[src/rtl/rv32i_types.sv]
// Shared types for the cache/L2 arbitration path.
package rv32i_types;

  typedef enum logic [1:0] {
    IDLE    = 2'd0,
    SERVE_I = 2'd1,
    SERVE_D = 2'd2,
    RECOVER = 2'd3
  } arb_state_t;

  typedef enum logic {
    GRANT_I = 1'b0,
    GRANT_D = 1'b1
  } grant_t;

  localparam int ADDR_W = 32;
  localparam int LINE_W = 256;

endpackage

[src/rtl/cache_arbiter.sv]
// Round-robin arbiter of I-side and D-side line requests onto one L2 port.
// Grant latency 1 cycle; one cycle of RECOVER after each completion; no abort.
import rv32i_types::*;

module cache_arbiter (
  input  logic              clk,
  input  logic              rst,
  input  logic              icache_read,
  input  logic [ADDR_W-1:0] icache_address,
  output logic [LINE_W-1:0] icache_rdata,
  output logic              icache_resp,
  input  logic              dcache_read,
  input  logic              dcache_write,
  input  logic [ADDR_W-1:0] dcache_address,
  input  logic [LINE_W-1:0] dcache_wdata,
  output logic [LINE_W-1:0] dcache_rdata,
  output logic              dcache_resp,
  output logic              l2_read,
  output logic              l2_write,
  output logic [ADDR_W-1:0] l2_address,
  output logic [LINE_W-1:0] l2_wdata,
  input  logic [LINE_W-1:0] l2_rdata,
  input  logic              l2_resp
);

  arb_state_t state, state_next;
  grant_t     last_grant, last_grant_next;
  logic       d_req;
  logic       load_i, load_d, done;

  assign d_req        = dcache_read | dcache_write;
  assign icache_rdata = l2_rdata;
  assign dcache_rdata = l2_rdata;

  always_comb begin
    state_next      = state;
    last_grant_next = last_grant;
    load_i          = 1'b0;
    load_d          = 1'b0;
    done            = 1'b0;
    icache_resp     = 1'b0;
    dcache_resp     = 1'b0;
    case (state)
      IDLE: begin
        // On a tie the side that did not win last time goes first.
        if (icache_read && (!d_req || last_grant == GRANT_D)) begin
          state_next      = SERVE_I;
          last_grant_next = GRANT_I;
          load_i          = 1'b1;
        end else if (d_req) begin
          state_next      = SERVE_D;
          last_grant_next = GRANT_D;
          load_d          = 1'b1;
        end
      end
      SERVE_I: begin
        if (l2_resp) begin
          state_next  = RECOVER;
          done        = 1'b1;
          icache_resp = rst;
        end
      end
      SERVE_D: begin
        if (l2_resp) begin
          state_next  = RECOVER;
          done        = 1'b1;
          dcache_resp = rst;
        end
      end
      RECOVER: state_next = IDLE;
      default: state_next = IDLE;
    endcase
  end

  always_ff @(posedge clk) begin
    if (!rst) begin
      state      <= IDLE;
      last_grant <= GRANT_D;
      l2_read    <= 1'b0;
      l2_write   <= 1'b0;
      l2_address <= '0;
      l2_wdata   <= '0;
    end else begin
      state      <= state_next;
      last_grant <= last_grant_next;
      if (load_i) begin
        l2_address <= icache_address;
        l2_wdata   <= '0;
        l2_read    <= 1'b1;
        l2_write   <= 1'b0;
      end else if (load_d) begin
        // Read and write together is a write.
        l2_address <= dcache_address;
        l2_wdata   <= dcache_wdata;
        l2_read    <= ~dcache_write;
        l2_write   <= dcache_write;
      end else if (done) begin
        l2_read  <= 1'b0;
        l2_write <= 1'b0;
      end
    end
  end

endmodule

[config.mk]
export PLATFORM = sky130hd
export DESIGN_NAME = cache_arbiter
export DESIGN_NICKNAME = d
export VERILOG_FILES = /design/src/rtl/rv32i_types.sv /design/src/rtl/cache_arbiter.sv
export SDC_FILE = /design/constraint.sdc
export NUM_CORES = 1
export LEC_CHECK = 0
export ABC_AREA = 1
export CAP_MARGIN = 20
export CORE_AREA = 2 2 545 547
export CTS_CLUSTER_SIZE = 16
export DETAILED_ROUTE_END_ITERATION = 12
export DIE_AREA = 0 0 547 549
export HOLD_SLACK_MARGIN = 0.06
export PLACE_DENSITY_LB_ADDON = 0.25
export REMOVE_ABC_BUFFERS = 1
export SYNTH_ARGS = -nofsm -noshare
export SYNTH_HDL_FRONTEND = slang
export SYNTH_SLANG_ARGS = --single-unit
[constraint.sdc]
create_clock -name clk -period 2.6 [get_ports clk]
set_input_delay 0.39 -clock clk [delete_from_list [all_inputs] [get_ports clk]]
set_output_delay 0.39 -clock clk [all_outputs]
set_load 0.05 [all_outputs]
==> results of run 1 <==
## cell type report
cell class	instances	area (µm²)	area share
Antenna cell	6	15.0	0.000633
Clock buffer	68	1310	0.0553
Clock inverter	13	136	0.00575
Inverter	70	263	0.0111
Multi-Input combinational cell	968	4470	0.188
Sequential cell	293	5870	0.247
Tap cell	3939	4930	0.208
Timing Repair Buffer	681	6730	0.284
## routing by layer
metal,global-route usage,vias to the layer above
li1,-,6058
met1,0.117,7022
met2,0.298,2439
met3,0.260,422
met4,0.0675,52
met5,0.153,-
## where the power goes
group          leakage [µW]  total (µW)  switching (µW)  internal, µW
sequential          0.00239        5990             540          5450
combinational       0.00460       11400            8010          3350
clock              0.000705        6230            2640          3600
total               0.00770       23600           11200         12400
## registers in the layout, indices dropped and copies added (netlist names)
register,cells
l2_address,32
l2_write,1
last_grant,1
l2_read,1
state,2
l2_wdata,256
## cells by family after synthesis
group,Yosys count
fa+ha+maj,3
buf+inv,712
simple gates,638
flops,293
compound gates,327
## how the worst max path moves through the flow
stage                               startpoint                     endpoint  depth (start not counted)  slack (ps)
global placement                   icache_read  l2_address[29]$_SDFFE_PN0P_                          7         190
floorplan                state[0]$_SDFFE_PN0P_     l2_wdata[0]$_SDFFE_PP0P_                          5       -7200
CTS                      l2_write$_SDFFE_PP0P_                     l2_write                          1         130
finish              l2_wdata[228]$_SDFFE_PP0P_                l2_wdata[228]                          1         140
detailed placement                 icache_read   l2_address[9]$_SDFFE_PN0P_                          7         170
global route         l2_wdata[27]$_SDFFE_PP0P_                 l2_wdata[27]                          1          80
## cells in the final DEF, fill, tap and decap left out
master	instances
clkdlybuf4s50_1	496
nand2_1	363
dfxtp_1	293
a21oi_1	289
nand3_1	259
buf_4	155
inv_1	68
clkbuf_16	45
o21ai_0	36
buf_12	30
clkbuf_1	13
clkbuf_8	10
nor2_1	8
diode_2	6
inv_6	5
and3_1	2
nor2_2	2
nand2_8	2
inv_2	2
ha_1	2
clkinv_4	2
clkinv_2	2
clkinvlp_4	2
a21oi_4	1
nand3_2	1
or2_2	1
o211ai_1	1
ha_4	1
inv_16	1
bufinv_16	1
## per-stage QoR
| stage | setup TNS (ps) | power, µW | hold WS [ps] | cell area (µm²) | utilization |
|---|---|---|---|---|---|
| 2_1_floorplan | -2018070 | 8920 | 491 | 10600 | - |
| 3_3_place_gp | 0 | 17800 | 447 | 22300 | 0.0754 |
| 3_5_place_dp | 0 | 17700 | 452 | 22300 | 0.0754 |
| 4_1_cts | 0 | 24300 | 240 | 23700 | 0.0803 |
| 5_1_grt | 0 | 25000 | 282 | 23700 | 0.0804 |
| 6_report | 0 | 23600 | 299 | 23700 | 0.0804 |
==> flow_metrics.tcl, run 1 <==
set metrics [dict create \
    synth_top_cell_area_share 0.390 \
    vias 16000 \
    worst_slack_ps 141 \
    p_leak_uw 0.00770 \
    post-cts-setup-buffers 0 \
    cts_tree "built" \
    preCtsSetupSlack_ps 171 \
    cp_slowest_cell "clkdlybuf4s50_1" \
    clockBufferDepth 3 \
    synthSimpleGateAreaFrac 0.182 \
    drt_iter0_markers 1382 \
    core-area_mm2 0.295 \
    crit_path_end_kind "output port" \
    max_freq_ghz 0.407 \
    hp-start "dcache_wdata[158]" \
    synth_top_family_by_area "buffers and inverters" \
    synth-xor-area-share 0 \
    period_share 0.946 \
    drv_slew 0 \
    m1WireLength_um 66300 \
    initial_core_util 0.0509 \
    synth_warnings 0 \
    fillCellCount 34400 \
    die_x_um 547 \
    cts.repair.resized 0 \
    dr.pass1.iters 5 \
    arrival_ps 2070 \
    grt_max_degree 70 \
    syn_inst 1973 \
    hpwl_um 268000 \
    ys_ff_latch 293 \
    worst-path-buf-inv 1 \
    synth_compound_area_frac 0.110 \
    synth_area_leaders "dfxtp_1 39%, buf_4 26%, a21oi_1 9.6%" \
    fin_skew_ps 42.7 \
    cts.clk_slew.worst_paths_ps 70 \
    finalNonFillerCells 6038 \
    cp_data_required_time_ps 2210 \
    async_flop_share 0 \
    top_layer "met5" \
    gr-usage-all-layers 0.193 \
    drc 0 \
    rr_endpoint "l2_wdata[231]$_SDFFE_PP0P_" \
    slowest_delay_ps 1050 \
    grt_pass1_vias 14000 \
    slew_headroom 0.439 \
    holdBufCountCts 0 \
    crit_chain "clkdlybuf4s50_1" \
    seq_area_frac_synth 0.390 \
    wl_um 300000 \
    met2_length_um 130000 \
    synth_edf_count 0 \
    synth_common_cells "519 x buf_4, 363 x nand2_1, 293 x dfxtp_1" \
    crit_type "reg -> out" \
    drive_gt1_frac 0.126 \
    start_kind "register" \
    finalHoldViolCount 0 \
    fin_crit_ps 2460 \
    netlist_area_mm2 0.0150 \
    synthToLayoutAreaGrowth_pct 57.8 \
    grt_pass1_wl_um 334000 \
    reg2reg_slack_ps 780 \
    setup_violations 0 \
    die-height_um 549 \
    gp_congestion 0.983 \
    path_max_fanout 2 \
    clock-sinks 293 \
    synth_top_area_cell "dfxtp_1" \
    htreeDepth 2 \
    io_pins 1386 \
    status "completed" \
    holdPathEnd "l2_wdata[158]$_SDFFE_PP0P_" \
    port_buffers 617 \
    cts_made_buffers 45 \
    yosysMostFrequentCell "buf_4" \
    vdd.ir_drop.worst_mv 0.548 \
    insertion_delay_ps 680 \
    cap_violations 0 \
    antenna_found_initial 116 \
    syn-mean-instance-area_um2 7.62 \
    dr_wl_met3_um 84900 \
    grt.overflow.total 0 \
    rows 200 \
    path_delay_family "buffers and inverters" \
    vias_per_cell 2.65 \
    synthFlopType "dfxtp_1" \
    cts_root_buffer "clkbuf_16" \
    synthMuxAreaShare 0 \
    hold_depth 3 \
    hold_class "in -> reg" \
    nNetsFinal 2644 \
    ant_nets 0 \
    die-area_mm2 0.300 \
    reg2reg_from "state[0]$_SDFFE_PN0P_" \
    yosysUniqueCellTypes 20 \
    worst_pin_slew_ps 839 \
    yosys.area_share.adder 0.00250 \
    rsz0062_at_grt "no" \
    placedCellCount 5951 \
    wl_per_cell_um 49.7 \
    r2r_cells 7 \
    p_per_area_mw_per_mm2 994 \
]
Note: power is estimated with default switching activity, not from simulation.
==> run 2, diff against run 1 <==
Settings changed: ABC_AREA 1 to 0, CELL_PAD_IN_SITES_DETAIL_PLACEMENT set to 0, CELL_PAD_IN_SITES_GLOBAL_PLACEMENT set to 1, CORE_AREA 2 2 545 547 to 2 2 540 542, DIE_AREA 0 0 547 549 to 0 0 542 544.
==> flow_metrics.tcl, run 2 <==
set metrics [dict create \
    ant_nets 0 \
    path_max_fanout 2 \
    wl_per_cell_um 52.5 \
    synth_top_area_cell "dfxtp_1" \
    io_pins 1386 \
    yosysUniqueCellTypes 31 \
    synth_edf_count 0 \
    antenna_found_initial 68 \
    arrival_ps 2010 \
    grt.overflow.total 0 \
    die_x_um 542 \
    drive_gt1_frac 0.113 \
    seq_area_frac_synth 0.383 \
    synthToLayoutAreaGrowth_pct 55.7 \
    hpwl_um 264000 \
    grt_pass1_vias 14700 \
    synth_common_cells "519 x buf_4, 293 x dfxtp_1, 292 x o21ai_0" \
    period_share 0.923 \
    crit_type "reg -> out" \
    regMostFlops "l2_wdata" \
    ys_ff_latch 293 \
    start_kind "register" \
    fin_crit_ps 2400 \
    insertion_delay_ps 690 \
    slew_headroom 0.491 \
    slowest_delay_ps 980 \
    m1WireLength_um 72400 \
    synthFlopType "dfxtp_1" \
    crit_chain "clkdlybuf4s50_1" \
    core-area_mm2 0.289 \
    p_per_area_mw_per_mm2 987 \
    clock-sinks 293 \
    worst_pin_slew_ps 761 \
    initial_core_util 0.0529 \
    cts_root_buffer "clkbuf_16" \
    cts.repair.resized 0 \
    gr-usage-all-layers 0.198 \
    mostFrequentLayoutCell "clkdlybuf4s50_1" \
    cts_tree "built" \
    post-cts-setup-buffers 0 \
    reg2reg_from "state[0]$_SDFFE_PN0P_" \
    hold_class "in -> reg" \
    hp-start "rst" \
    finalHoldViolCount 0 \
    yosysMostFrequentCell "buf_4" \
    die-height_um 544 \
    wl_um 304000 \
    grt_max_degree 60 \
    max_freq_ghz 0.417 \
    rsz0062_at_grt "no" \
    crit_path_end_kind "output port" \
    placedCellCount 5699 \
    largest_register_ffs 256 \
    path_delay_family "buffers and inverters" \
    p_leak_uw 0.00715 \
    worst-path-buf-inv 1 \
    rows 198 \
    dr_wl_met3_um 78900 \
    port_buffers 617 \
    vias 16400 \
    netlist_area_mm2 0.0153 \
    htreeDepth 2 \
    holdBufCountCts 0 \
    preCtsSetupSlack_ps 262 \
    nNetsFinal 2532 \
    dr.pass1.iters 7 \
    gp_congestion 0.909 \
    worst_slack_ps 200 \
    vias_per_cell 2.83 \
    die-area_mm2 0.295 \
    finalNonFillerCells 5789 \
    syn_inst 1899 \
    vdd.ir_drop.worst_mv 0.537 \
    reg_top3 "l2_wdata: 256 flops, l2_address: 32 flops, state: 2 flops" \
    synth_top_cell_area_share 0.383 \
    setup_violations 0 \
    met2_length_um 131000 \
    crit_path_start "l2_wdata[194]$_SDFFE_PP0P_" \
    cts.clk_slew.worst_paths_ps 60 \
    cts_made_buffers 46 \
    fin_skew_ps 87.3 \
    drc 0 \
    fillCellCount 33800 \
    drt_iter0_markers 1430 \
    clockBufferDepth 3 \
    synth_warnings 0 \
    cp_data_required_time_ps 2210 \
    tns_ps 0 \
    layout_common_cells "525 x clkdlybuf4s50_1, 293 x dfxtp_1, 292 x o21ai_0" \
    top_layer "met5" \
    hold_slack_ps 140 \
    syn-mean-instance-area_um2 8.06 \
    cap_violations 0 \
    status "completed" \
    grt_pass1_wl_um 338000 \
    async_flop_share 0 \
    synth_area_leaders "dfxtp_1 38%, buf_4 25%, o21ai_0 9.6%" \
    drv_slew 0 \
    cp_slowest_cell "clkdlybuf4s50_1" \
]
-- run 2: layout make-up --
class                           count  area, µm²  share of cell area
Timing Repair Buffer              672       6870               0.288
Sequential cell                   293       5870               0.246
Tap cell                         3800       4750               0.200
Multi-Input combinational cell    900       4720               0.198
Clock buffer                       68       1280              0.0539
Clock inverter                     11        165             0.00693
Inverter                           34        128             0.00536
Antenna cell                       11       27.5             0.00116
-- run 2: worst paths after layout --
| kind | endpoint | slack (ps) | cells past startpoint |
|---|---|---|---|
| setup reg to reg | l2_wdata[152]$_SDFFE_PP0P_ | 350 | 7 |
| setup / recovery | l2_wdata[194] | 200 | 1 |
| hold reg to reg | l2_wdata[104]$_SDFFE_PP0P_ | 470 | 2 |
| hold / removal | last_grant$_SDFFE_PN1P_ | 140 | 2 |
-- run 2: metrics by stage --
step                      utilization  power (µW)  cell area (µm²)
after floorplan                     -       10300            10700
final                          0.0823       23500            23800
after global routing           0.0822       24800            23800
after CTS                      0.0822       24300            23800
after detailed placement       0.0772       17600            22300
after global placement         0.0772       17700            22300
-- run 2: power by group --
group / total, µW / switching (µW) / leakage, µW / internal [µW]
registers: 5830 / 452 / 0.00239 / 5380
logic: 11400 / 7970 / 0.00406 / 3400
clock network: 6300 / 2680 / 0.000695 / 3620
-- run 2: kinds of logic after synthesis --
group | Yosys count | synth area share
flops | 293 | 0.383
buf+inv | 706 | 0.311
compound gates | 593 | 0.202
fa+ha+maj | 3 | 0.00245
simple gates | 304 | 0.101
-- run 2: per-layer routing --
layer,GRT usage,vias to the layer above
met3,0.244,272
met5,0.171,-
li1,-,6094
met4,0.0774,58
met2,0.306,2382
met1,0.132,7571
